## src/rtl/rocket_control.sv

```systemverilog
// ---------------------------------------------------------------------------
// rocket_control
//
// Player-rocket controller. A launch request in IDLE captures the aim x
// position and starts a rocket at Y_ROCKET_START. The rocket climbs one
// pixel per speed_pulse at a fixed x until it either overlaps the active
// enemy (hit) or reaches Y_ROCKET_END (miss). A hit produces a single-cycle
// rockethit pulse for the enemy controller. Both outcomes are followed by a
// cooldown of COOLDOWN_TIME speed_pulses before a new launch is accepted.
//
// Ports
//   clk           in   1             clock
//   rst           in   1             synchronous, active-high reset
//   fire          in   1             launch request, level-sampled in IDLE
//   x_aim         in   OUT_WIDTH     launch x, captured on accepted fire
//   speed_pulse   in   1             one-cycle movement tick
//   enemy_spawn   in   1             enemy visible/active
//   xenemy        in   OUT_WIDTH     enemy x
//   yenemy        in   OUT_WIDTH     enemy y
//   xrocket       out  OUT_WIDTH     rocket x (registered)
//   yrocket       out  OUT_WIDTH     rocket y (registered)
//   rocket_spawn  out  1             rocket drawn (registered)
//   rockethit     out  1             one-cycle hit pulse to enemy (registered)
//   adr_rocket    out  ADDRESSWIDTH  ROM start address of the rocket image
//   ready         out  1             high while the controller is in IDLE
// ---------------------------------------------------------------------------
module rocket_control #(
  parameter int OUT_WIDTH        = 8,
  parameter int ADDRESSWIDTH     = 10,
  parameter int X_BASE           = 128,
  parameter int Y_ROCKET_START   = 16,
  parameter int Y_ROCKET_END     = 200,
  parameter int HIT_RADIUS       = 4,
  parameter int COOLDOWN_TIME    = 3,
  parameter int ADR_ROCKET_START = 0
) (
  input  logic                    clk,
  input  logic                    rst,
  input  logic                    fire,
  input  logic [OUT_WIDTH-1:0]    x_aim,
  input  logic                    speed_pulse,
  input  logic                    enemy_spawn,
  input  logic [OUT_WIDTH-1:0]    xenemy,
  input  logic [OUT_WIDTH-1:0]    yenemy,
  output logic [OUT_WIDTH-1:0]    xrocket,
  output logic [OUT_WIDTH-1:0]    yrocket,
  output logic                    rocket_spawn,
  output logic                    rockethit,
  output logic [ADDRESSWIDTH-1:0] adr_rocket,
  output logic                    ready
);

  // Cooldown counter must hold COOLDOWN_TIME; keep at least one bit.
  localparam int CNT_W = (COOLDOWN_TIME < 2) ? 1 : $clog2(COOLDOWN_TIME + 1);

  localparam logic [OUT_WIDTH-1:0]    X_BASE_C  = OUT_WIDTH'(X_BASE);
  localparam logic [OUT_WIDTH-1:0]    Y_START_C = OUT_WIDTH'(Y_ROCKET_START);
  localparam logic [OUT_WIDTH-1:0]    Y_END_C   = OUT_WIDTH'(Y_ROCKET_END);
  localparam logic [OUT_WIDTH:0]      HIT_R_C   = (OUT_WIDTH + 1)'(HIT_RADIUS);
  localparam logic [CNT_W-1:0]        CD_C      = CNT_W'(COOLDOWN_TIME);
  localparam logic [ADDRESSWIDTH-1:0] ADR_C     = ADDRESSWIDTH'(ADR_ROCKET_START);

  typedef enum logic [2:0] {
    ST_RESET    = 3'd0,
    ST_IDLE     = 3'd1,
    ST_FLY      = 3'd2,
    ST_HIT      = 3'd3,
    ST_COOLDOWN = 3'd4
  } state_t;

  state_t                  state_q, state_d;
  logic [OUT_WIDTH-1:0]    x_q, x_d;
  logic [OUT_WIDTH-1:0]    y_q, y_d;
  logic                    spawn_q, spawn_d;
  logic                    hit_q, hit_d;
  logic [CNT_W-1:0]        cnt_q, cnt_d;
  logic [ADDRESSWIDTH-1:0] adr_q;
  logic                    hit_s;

  // Absolute difference in one extra bit so that no operand order can wrap.
  function automatic logic [OUT_WIDTH:0] abs_diff(
    input logic [OUT_WIDTH-1:0] a,
    input logic [OUT_WIDTH-1:0] b
  );
    logic [OUT_WIDTH:0] r;
    if (a >= b) begin
      r = {1'b0, a} - {1'b0, b};
    end else begin
      r = {1'b0, b} - {1'b0, a};
    end
    return r;
  endfunction

  // Overlap test against the enemy, using the registered rocket position.
  always_comb begin
    hit_s = 1'b0;
    if (enemy_spawn &&
        (abs_diff(x_q, xenemy) <= HIT_R_C) &&
        (abs_diff(y_q, yenemy) <= HIT_R_C)) begin
      hit_s = 1'b1;
    end else begin
      hit_s = 1'b0;
    end
  end

  // Next-state and next-output logic for the launch/flight/cooldown cycle.
  always_comb begin
    state_d = state_q;
    x_d     = x_q;
    y_d     = y_q;
    spawn_d = spawn_q;
    hit_d   = 1'b0;
    cnt_d   = cnt_q;

    case (state_q)
      ST_RESET: begin
        state_d = ST_IDLE;
        x_d     = X_BASE_C;
        y_d     = Y_START_C;
        spawn_d = 1'b0;
      end

      ST_IDLE: begin
        spawn_d = 1'b0;
        y_d     = Y_START_C;
        if (fire) begin
          state_d = ST_FLY;
          x_d     = x_aim;
          spawn_d = 1'b1;
        end else begin
          x_d     = X_BASE_C;
        end
      end

      ST_FLY: begin
        // Hit wins over the miss ceiling, so a hit at Y_ROCKET_END still counts.
        if (hit_s) begin
          state_d = ST_HIT;
          hit_d   = 1'b1;
          spawn_d = 1'b0;
        end else if (y_q >= Y_END_C) begin
          state_d = ST_COOLDOWN;
          cnt_d   = CD_C;
          spawn_d = 1'b0;
        end else if (speed_pulse) begin
          y_d = y_q + OUT_WIDTH'(1);
        end else begin
          y_d = y_q;
        end
      end

      ST_HIT: begin
        // rockethit is high for this one cycle only; hit_d defaults low.
        state_d = ST_COOLDOWN;
        cnt_d   = CD_C;
        spawn_d = 1'b0;
      end

      ST_COOLDOWN: begin
        spawn_d = 1'b0;
        if (cnt_q == {CNT_W{1'b0}}) begin
          state_d = ST_IDLE;
          x_d     = X_BASE_C;
          y_d     = Y_START_C;
        end else if (speed_pulse) begin
          cnt_d = cnt_q - CNT_W'(1);
        end else begin
          cnt_d = cnt_q;
        end
      end

      default: begin
        // Unreachable encodings recover through RESET with idle outputs.
        state_d = ST_RESET;
        x_d     = X_BASE_C;
        y_d     = Y_START_C;
        spawn_d = 1'b0;
        cnt_d   = {CNT_W{1'b0}};
      end
    endcase
  end

  // State and output registers with synchronous reset.
  always_ff @(posedge clk) begin
    if (rst) begin
      state_q <= ST_RESET;
      x_q     <= X_BASE_C;
      y_q     <= Y_START_C;
      spawn_q <= 1'b0;
      hit_q   <= 1'b0;
      cnt_q   <= {CNT_W{1'b0}};
      adr_q   <= ADR_C;
    end else begin
      state_q <= state_d;
      x_q     <= x_d;
      y_q     <= y_d;
      spawn_q <= spawn_d;
      hit_q   <= hit_d;
      cnt_q   <= cnt_d;
      adr_q   <= ADR_C;
    end
  end

  assign xrocket      = x_q;
  assign yrocket      = y_q;
  assign rocket_spawn = spawn_q;
  assign rockethit    = hit_q;
  assign adr_rocket   = adr_q;
  assign ready        = (state_q == ST_IDLE);

endmodule
```

## config.mk

```make
export PLATFORM = sky130hd
export DESIGN_NAME = rocket_control
export DESIGN_NICKNAME = d
export VERILOG_FILES = /design/src/rtl/rocket_control.sv
export SDC_FILE = /design/constraint.sdc
export NUM_CORES = 1
export LEC_CHECK = 0
export ABC_AREA = 1
export BUFFER_PORTS_ARGS = -buffer_cell sky130_fd_sc_hd__buf_2
export CAP_MARGIN = 20
export CORE_MARGIN = 3
export CORE_UTILIZATION = 45
export CTS_BUF_LIST = sky130_fd_sc_hd__clkbuf_4 sky130_fd_sc_hd__clkbuf_8
export CTS_CLUSTER_DIAMETER = 80
export DETAILED_ROUTE_END_ITERATION = 8
export PLACE_DENSITY_LB_ADDON = 0.15
export SLEW_MARGIN = 10
export SYNTH_ARGS = -nofsm -noshare
export SYNTH_HDL_FRONTEND = slang
export SYNTH_SLANG_ARGS = --single-unit
```

## constraint.sdc

```tcl
create_clock -name clk -period 4.65 [get_ports clk]
set_input_delay 0 -clock clk [delete_from_list [all_inputs] [get_ports clk]]
set_output_delay 0 -clock clk [all_outputs]
set_load 0.02 [all_outputs]
```

Yosys cells after proc, flatten, opt, wreduce, memory -nomap -nowiden
Cells that the tools add are included.
- bits of input ports: 29
- output and inout port bits: 29
- bits in read-only memories: 0
- logic and storage cells: 71
- memories kept: 0
- memory bits (writable): 0
- latch bits: 0
- flip-flop bits (word level): 23
- muxes and demuxes: 26
- reduce and logical (&&, ||, !) cells: 11
- magnitude comparators: 5
- add/subtract/negate cells: 6
- multiply operators: 0
- bitwise logic cells: 4
- shift operators: 0
- divide/modulo/power cells: 0
- equality and inequality tests: 13
- operators by type and width (operator ; count):
    2-to-1 mux 8 bit ; 6
    case mux 8 bit (3 select lines) ; 2
    subtractor 8 x 8 -> 9 bit ; 4
    less-or-equal comparator 9 x 3 -> 1 bit, second input constant ; 2
    2-to-1 mux 9 bit ; 2
    >= comparator 8 bit ; 2
    inequality test 2 bit, second input constant ; 8
    case mux 3 bit (5 select lines) ; 1
    2-to-1 mux 3 bit ; 4
    AND reduction 5 bit ; 2
    adder 8 x 1 -> 8 bit, second input constant ; 1
    >= comparator 8 bit, second input constant ; 1
    2-to-1 mux 2 bit ; 4
    case mux 2 bit (4 select lines) ; 1
    equality test 3 x 2 -> 1 bit, second input constant ; 2
    OR reduction 2 bit ; 3
    2-to-1 mux 1 bit ; 5
    NOT 1 bit ; 4
    equality test 3 x 1 -> 1 bit, second input constant ; 1
    equality test 3 bit, second input constant ; 1
    zero test 3 bit ; 1
    inequality test 3 bit, second input constant ; 1
    AND reduction 3 bit ; 1
    logical AND 1 bit ; 2
    other kinds (4) ; 4

Longest topological paths before layout
Gate-level depths: netlist of run 1.
- depth in word-level cells: 8
- gate-level depth with buffers: 22
- depth with buffers taken out: 21

Worst setup path after synthesis of run 1
OpenSTA, ideal clock, no wires.
- kind: reg2reg
- start: reg y_q[2], in the netlist yrocket[2]
- end: reg y_q[6], in the netlist yrocket[6]
- stages on the path, launching flop included: 21
- slack: 2.210 ns
- path buffers: 1
- required time: 4.538 ns
- arrival: 2.328 ns
- period minus slack after synthesis: 2.440 ns
- setup time: 0.112 ns
- cell sequence: dfxtp_1 > ha_1 > buf_2 > nand2_1 > nor2_1 > nand2_1 > nand2_1 > nor2_2 > nand2_4 > inv_4 > nand2_1 > nand2_1 > nand2_1 > nor2_2 > nand2_1 > nor2_4 > nand3_2 > nand2_1 > inv_2 > nor2_1 > nor2_1
- longest elaborated chain between the ends: 7
- elaborated cells between the ends (all ways): 16
- those cells by class: 3 x add/sub; 3 x order compare; 2 x eq/ne; 6 x mux; 2 x reduce/logical
- RTL lines (item ; line ; text):
    from (decl) ; 73 ; logic [OUT_WIDTH-1:0] y_q, y_d;
    from (signal assigned) ; 196 ; y_q <= y_d;
    subtractor 8 x 8 -> 9 bit, or another cell as far along ; 89 ; r = {1'b0, b} - {1'b0, a};
    2-to-1 mux 9 bit ; 86 ; if (a >= b) begin
    less-or-equal comparator 9 x 3 -> 1 bit ; 99 ; (abs_diff(y_q, yenemy) <= HIT_R_C)) begin
    logical AND 1 bit ; 98 ; (abs_diff(x_q, xenemy) <= HIT_R_C) &&
    2-to-1 mux 1 bit ; 97 ; if (enemy_spawn &&
    inequality test 2 bit (no line) ; -- ;
    AND reduction 5 bit (no line) ; -- ;
Several ways; a longest one is shown, not always the timed one. The select of a mux whose other input is x is not followed.
A chain may end at the register's enable or synchronous reset.

Final worst setup path of run 1
- start: reg y_q[4], in the netlist yrocket[4]
- end: reg y_q[0], in the netlist yrocket[0]
- longest elaborated chain between the ends: 7
- elaborated cells between the ends (all ways): 11
- those cells by class: 2 x add/sub; 3 x order compare; 2 x eq/ne; 2 x mux; 2 x reduce/logical
- RTL lines (item ; line):
    subtractor 8 x 8 -> 9 bit, or another cell as far along ; 89
    2-to-1 mux 9 bit ; 86
    less-or-equal comparator 9 x 3 -> 1 bit ; 99
    logical AND 1 bit ; 98
    2-to-1 mux 1 bit ; 97
    inequality test 2 bit (no line) ; --
    AND reduction 5 bit (no line) * ; --
Mark *: on every way between the ends. The rest lies on a longest branch, timed or not.

==> results_dict.tcl, run 1 <==
set metrics [dict create \
    crit_path_start_kind "register" \
    fin_nets 663 \
    synthArstFlopShare_pct 0 \
    dp_cells 663 \
    cell_internal_pwr_uw 592 \
    instances_no_fill 675 \
    worst_ep_required_time_ns 4.81 \
    design_power_total_uw 1260 \
    number_of_top_level_pins 58 \
    setup_viol 0 \
    placeableCoreArea_mm2 0.00649 \
    die_area_mm2 0.00787 \
    clk_transition_reported_paths_ns 0.08 \
    detail_route.iter0.violations 144 \
    antennaDiodeCount 0 \
    drc_errors 0 \
    maxSlewHeadroom_pct 46.2 \
    met3_usage_pct 0.838 \
    worstPathArrival_ns 3.07 \
    worst_pin_slew_ns 0.802 \
    area.growth.synth_to_final_pct 12.4 \
    largest_net_degree_at_the_start_of_global_routing 16 \
    ff2ff_path_depth 17 \
    die_width_um 88.7 \
    synthesis.yosys.warnings 0 \
    fillerInstances 684 \
    clkSinkCount 23 \
    run_status "complete, no violations" \
    synth.cell_area_mm2 0.00308 \
    grt_setup_unrepaired "false" \
    routed_wire_length_per_instance_um 11.2 \
    reg2reg_to "yrocket[0]" \
    r2r_setup_slack_ns 1.73 \
    clock_insertion_delay_worst_skew_ns 0.26 \
    grt-ovfl-total 0 \
    synth_cell_types 37 \
    dominantRegCellSynth "sky130_fd_sc_hd__dfxtp_1" \
    min_period_ns 2.92 \
    post-route-period-util_pct 62.7 \
    synthDominantAreaCellType "sky130_fd_sc_hd__nand2_1" \
    floorplan.initialDensity_pct 47.4 \
    path_class "reg2reg" \
    worst_r2r_src "yrocket[4]" \
    share_of_total_power_in_sequential_cells_pct 22.9 \
    io_buffer_count 47 \
    net-switching-power_uw 667 \
    first_global_vias 2963 \
    vias_per_cell 4.81 \
    timing.critical_path.to_type "register" \
    gr-usage-all-layers_pct 19.6 \
    dp_hpwl_um 6420 \
    detailed_route_wire_length_um 7540 \
    grtUsageMet1_pct 28.5 \
    p_comb_share_pct 67.6 \
    avgSynthCellArea_um2 5.64 \
    power_density_mw_per_mm2 364 \
    postCtsSetupBuffers 0 \
    cts_root_buf "sky130_fd_sc_hd__clkbuf_8" \
    finalCoreUtilization_pct 53.3 \
    irDropWorstVdd_v 0.000302 \
    fraction_of_layout_cells_with_a_size_suffix_above_1_pct 11.7 \
    max_freq_mhz 343 \
    cellLeakagePower_uw 0.00196 \
    worstHoldPathCells 4 \
    post-synth-top-area-fraction_pct 22.9 \
    endpoint_worst_hold "state_q[0]" \
    gp_congestion 0.948 \
    timing.critical_path.fanout_max 13 \
    clock_tree_from_tritoncts "yes" \
    synth_sequential_area_ratio_pct 15.0 \
    placement.cell_area_mm2 0.00333 \
    synth_enable_flop_cells 0 \
    grt_first_pass_wirelength_um 12800 \
    drv_slew 0 \
    setup_tns_ns 0 \
    antenna_found_initial 0 \
    hold_viol_final 0 \
    synth.area.top_cells "sky130_fd_sc_hd__nand2_1 23%, sky130_fd_sc_hd__dfxtp_1 15%, sky130_fd_sc_hd__ha_1 14%, sky130_fd_sc_hd__inv_1 11%, sky130_fd_sc_hd__nand3_1 7.0%" \
    vias 3244 \
    hold_path.class "in2reg" \
    synth-seq-cells 23 \
    skew_ns 0.00683 \
    detail-route-antenna-nets 0 \
    global_route.peak_usage_layer "met2" \
    hold_path_startpoint "fire" \
    clock_power_share_pct 9.5 \
    postSynthCellCount 546 \
    final_area_mm2 0.00346 \
    clockBufferDepth 2 \
    htree_levels 1 \
    drtPass1Iterations 4 \
    sw_frac_of_total_pct 53.0 \
    ctsResizeCount 0 \
    tritoncts.num_buffers 3 \
    max_cap_violations 0 \
    use_met2_pct 32.1 \
    die_h_um 88.7 \
    rows 29 \
]
==> cell usage after synthesis (all sizes together) (2+ instances only) <==
| library cell | count |
|---|---|
| buf | 15 |
| a21oi | 30 |
| inv | 92 |
| nor2 | 59 |
| nand3 | 45 |
| nor3 | 4 |
| nand4 | 7 |
| nand2 | 193 |
| o21a | 4 |
| o21ai | 14 |
| xor2 | 7 |
| xnor2 | 2 |
| o21bai | 2 |
| dfxtp | 23 |
| clkinv | 2 |
| a21o | 3 |
| ha | 35 |
==> layer usage <==
layer / routed length, µm / part of all wire [%] / vias up
li1: - / - / 1782
met1: 3970 / 53 / 1411
met2: 3300 / 44 / 45
met3: 214 / 2.8 / 6
met4: 59 / 0.78 / 0
met5: 0 / 0 / -
==> cells by family (layout without fill, tap and decap cells) <==
group	count (synthesis)	count (layout)	synth area share, %
xor gates and xnor gates	9	9	2.56
other	1	10	0.122
and+or+nand+nor	311	311	42.6
buffers and inverters	110	153	15.1
AOI/OAI and AO/OA	57	57	10.4
DFF	23	23	15.0
adders and majority gates	35	35	14.2
==> worst max path at each step <==
stage	start	end	slack (ns)	cells after the start
3_3_place_gp	yrocket[4]	yrocket[6]	1.85	17
4_1_cts	yrocket[4]	yrocket[0]	1.76	17
5_1_grt	yrocket[4]	yrocket[1]	1.41	17
3_5_place_dp	yrocket[4]	yrocket[0]	1.77	17
2_1_floorplan	yrocket[2]	yrocket[6]	2.21	20
6_report	yrocket[4]	yrocket[0]	1.73	17
==> layout by cell type (no fill, tap or decap), types with 2 or more instances in the layout <==
| master | synthesis | final |
|---|---|---|
| sky130_fd_sc_hd__o21ai_1 | 2 | 2 |
| sky130_fd_sc_hd__clkbuf_8 | 0 | 3 |
| sky130_fd_sc_hd__ha_1 | 35 | 35 |
| sky130_fd_sc_hd__clkinv_1 | 2 | 2 |
| sky130_fd_sc_hd__nor2_2 | 6 | 6 |
| sky130_fd_sc_hd__xnor2_1 | 2 | 2 |
| sky130_fd_sc_hd__xor2_1 | 7 | 7 |
| sky130_fd_sc_hd__dfxtp_1 | 23 | 23 |
| sky130_fd_sc_hd__nor2_1 | 52 | 52 |
| sky130_fd_sc_hd__nor3_1 | 4 | 4 |
| sky130_fd_sc_hd__o21ai_0 | 12 | 12 |
| sky130_fd_sc_hd__a21o_1 | 3 | 3 |
| sky130_fd_sc_hd__nand3_1 | 43 | 43 |
| sky130_fd_sc_hd__dlygate4sd3_1 | 0 | 8 |
| sky130_fd_sc_hd__buf_2 | 4 | 47 |
| sky130_fd_sc_hd__nand2_2 | 4 | 4 |
| sky130_fd_sc_hd__o21bai_1 | 2 | 2 |
| sky130_fd_sc_hd__conb_1 | 1 | 10 |
| sky130_fd_sc_hd__nand2_1 | 188 | 188 |
| sky130_fd_sc_hd__a21oi_1 | 29 | 29 |
| sky130_fd_sc_hd__nand3_2 | 2 | 2 |
| sky130_fd_sc_hd__o21a_1 | 4 | 4 |
| sky130_fd_sc_hd__inv_1 | 90 | 90 |
| sky130_fd_sc_hd__nand4_1 | 7 | 7 |
==> metrics by stage <==
step	hold slack [ns]	setup WS [ns]
floorplan	0.0691	2.21
global placement	0.256	1.85
detailed placement	0.264	1.77
CTS	0.0285	1.76
global route	0.0818	1.41
finish	0.0346	1.73
==> state kept, by name (all words and copies together) (netlist names) <==
signal and flops:
state_q 3, cnt_q 2, rockethit 1, rocket_spawn 1
yrocket 8, xrocket 8
==> worst max-delay path, cell delays in order, from the launching register on <==
cell	delay, ns
sky130_fd_sc_hd__dfxtp_1	0.42
sky130_fd_sc_hd__ha_1	0.36
sky130_fd_sc_hd__a21oi_1	0.38
sky130_fd_sc_hd__nand3_2	0.16
sky130_fd_sc_hd__nand2_2	0.13
sky130_fd_sc_hd__nand2_4	0.10
sky130_fd_sc_hd__inv_4	0.09
sky130_fd_sc_hd__nand2_1	0.05
sky130_fd_sc_hd__nand2_1	0.08
sky130_fd_sc_hd__nand2_1	0.07
sky130_fd_sc_hd__nor2_2	0.07
sky130_fd_sc_hd__nand2_1	0.08
sky130_fd_sc_hd__nor2_4	0.15
sky130_fd_sc_hd__nand3_2	0.22
sky130_fd_sc_hd__nand2_1	0.21
sky130_fd_sc_hd__inv_2	0.09
sky130_fd_sc_hd__nor2_1	0.10
sky130_fd_sc_hd__nor2_1	0.05
==> power groups by stage <==
stage	registers [µW]	clock network [µW]	logic, µW
final	289	119	851
after global routing	296	133	978
after CTS	289	125	849
after detailed placement	294	0	840
after global placement	292	0	834
after floorplan	310	0	635
==> what timing repair did <==
action | in CTS | in global routing
hold buffers | 8 | 0
hold endpoints to repair | 8 | 0
setup endpoints to repair | 0 | 0
==> area by class of cell <==
cell class	instances	area, µm²	share of cell area (%)
Multi-Input combinational cell	422	2190	63.2
Tap cell	77	96.3	2.78
Inverter	94	355	10.3
Sequential cell	23	460	13.3
Clock inverter	1	5.00	0.145
Timing Repair Buffer	55	315	9.11
Clock buffer	3	41.3	1.19
Note: power is estimated with default switching activity, not from simulation.
==> run 2, diff against run 1 <==
Clock period 4.65 ns to 2.7 ns, I/O delays scaled along.
==> results_dict.tcl, run 2 (synthesized netlist as in run 1, its figures left out) <==
set metrics [dict create \
    run_status "complete, but fails checks" \
    violations_in_the_final_reports "hold timing" \
    fin_nets 673 \
    gr-usage-all-layers_pct 19.7 \
    die_width_um 88.7 \
    max_freq_mhz 406 \
    gp_congestion 0.946 \
    drtPass1Iterations 5 \
    clock_insertion_delay_worst_skew_ns 0.25 \
    setup_tns_ns 0 \
    detail_route.iter0.violations 198 \
    timing.hold.ws_ns -0.00616 \
    routed_wire_length_per_instance_um 11.6 \
    die_h_um 88.7 \
    vias_per_cell 4.97 \
    setup.worst_path.start "xrocket[1]" \
    ff2ff_path_depth 19 \
    setup.worst_path.end "yrocket[0]" \
    r2r_setup_slack_ns 0.24 \
    rows 29 \
    placement.cell_area_mm2 0.00342 \
    maxSlewHeadroom_pct 48.1 \
    detail-route-antenna-nets 0 \
    final_cell_mix "186 x sky130_fd_sc_hd__nand2_1, 89 x sky130_fd_sc_hd__inv_1, 52 x sky130_fd_sc_hd__nor2_1, 47 x sky130_fd_sc_hd__buf_2, 43 x sky130_fd_sc_hd__nand3_1" \
    min_period_ns 2.46 \
    share_of_total_power_in_sequential_cells_pct 21.7 \
    reg2reg_to "yrocket[0]" \
    largest_net_degree_at_the_start_of_global_routing 16 \
    floorplan.initialDensity_pct 47.4 \
    post-route-period-util_pct 91.2 \
    clkSinkCount 23 \
    net-switching-power_uw 1190 \
    worst_ep_required_time_ns 2.89 \
    worstPathArrival_ns 2.65 \
    grt-ovfl-total 0 \
    cts_root_buf "sky130_fd_sc_hd__clkbuf_8" \
    timing.critical_path.to_type "register" \
    clk_transition_reported_paths_ns 0.07 \
    skew_ns 0.00217 \
    first_global_vias 2919 \
    irDropWorstVdd_v 0.000615 \
    io_buffer_count 47 \
    clockBufferDepth 2 \
    drv_slew 0 \
    tritoncts.num_buffers 3 \
    clock_power_share_pct 9.0 \
    cellLeakagePower_uw 0.00202 \
    dp_hpwl_um 6520 \
    antennaDiodeCount 0 \
    power_density_mw_per_mm2 619 \
    antenna_found_initial 0 \
    sw_frac_of_total_pct 51.2 \
    fraction_of_layout_cells_with_a_size_suffix_above_1_pct 18.4 \
    placeableCoreArea_mm2 0.00649 \
    clock_tree_from_tritoncts "yes" \
    area.growth.synth_to_final_pct 22.2 \
    grt_setup_unrepaired "false" \
    vias 3404 \
    hold_path.class "in2reg" \
    drc_errors 0 \
    htree_levels 1 \
    cell_internal_pwr_uw 1140 \
    layout.cells.most_common "sky130_fd_sc_hd__nand2_1" \
    path_class "reg2reg" \
    max_cap_violations 0 \
    setup_viol 0 \
    die_area_mm2 0.00787 \
    worst_pin_slew_ns 0.759 \
    number_of_top_level_pins 58 \
    crit_path_start_kind "register" \
    timing.critical_path.fanout_max 7 \
    detailed_route_wire_length_um 7930 \
    grt_first_pass_wirelength_um 12800 \
    final_area_mm2 0.00376 \
    hold_viol_final 1 \
    p_comb_share_pct 69.3 \
    worst_r2r_src "xrocket[1]" \
]
## run 2: how the worst min path moves through the flow
stage | start | endpoint | slack (ns) | cells past startpoint
after floorplan | rst | xrocket[3] | 0.07 | 1
after CTS | x_aim[6] | xrocket[6] | 0.001 | 3
after detailed placement | x_aim[5] | xrocket[5] | 0.26 | 3
after global routing | x_aim[6] | xrocket[6] | 0.02 | 3
after global placement | x_aim[2] | xrocket[2] | 0.26 | 3
final | x_aim[6] | xrocket[6] | -0.006 | 3
## run 2: layout make-up
class / instances / area (µm²)
clock buffers: 4 / 48.8
fillers: 647 / 2730
inverters: 94 / 355
multi-input cells: 422 / 2410
flip-flops and latches: 23 / 469
well taps: 77 / 96.3
repair buffers: 65 / 385
## run 2: power by group through the flow
stage               clock network [µW]  registers, µW  logic, µW
floorplan                            0            534       1090
global route                       234            517       1840
detailed placement                   0            494       1490
finish                             210            506       1610
global placement                     0            492       1490
CTS                                218            486       1510
## run 2: metal layers
metal	vias to the layer above	global-route usage, %	wire length (µm)	part of all wire [%]
met5	-	0	0	0
met4	0	3.30	47	0.59
met3	4	0.931	324	4.1
met2	80	31.0	3620	46
met1	1519	29.8	3940	50
li1	1801	-	-	-
## run 2: timing repair
item,in CTS,in global routing
setup endpoints to repair,0,15
endpoints found under the hold margin,6,0
setup buffers,0,1
resized for setup,0,47
hold buffers,6,0
## run 2: through the flow
step / std cells / util (%) / hold WS [ns] / setup WS, ns / power (µW)
finish: 685 / 57.9 / -0.00616 / 0.238 / 2330
global placement: 674 / 52.6 / 0.258 / 0.0672 / 1980
global route: 685 / 57.9 / 0.0183 / 0.00512 / 2590
CTS: 684 / 54.3 / 0.00145 / 0.0155 / 2210
floorplan: 555 / - / 0.0691 / 0.260 / 1630
detailed placement: 674 / 52.6 / 0.258 / 0.0299 / 1990
## run 2: critical path: stages (launching register included)
cell and delay, ns:
sky130_fd_sc_hd__dfxtp_1 0.44, sky130_fd_sc_hd__ha_4 0.25, sky130_fd_sc_hd__inv_1 0.15, sky130_fd_sc_hd__o21bai_4 0.10, sky130_fd_sc_hd__nand2_1 0.07, sky130_fd_sc_hd__nand2_1 0.08
sky130_fd_sc_hd__nand2_1 0.12, sky130_fd_sc_hd__nand2_1 0.07, sky130_fd_sc_hd__nand2_1 0.06, sky130_fd_sc_hd__nand2_1 0.07, sky130_fd_sc_hd__nand2_1 0.06, sky130_fd_sc_hd__nand2_1 0.05
sky130_fd_sc_hd__nor2_1 0.09, sky130_fd_sc_hd__nand3_1 0.11, sky130_fd_sc_hd__nor2_4 0.16, sky130_fd_sc_hd__nand3_2 0.12, sky130_fd_sc_hd__buf_4 0.18, sky130_fd_sc_hd__nand3_1 0.07
sky130_fd_sc_hd__nand2_1 0.05, sky130_fd_sc_hd__nor2_1 0.10
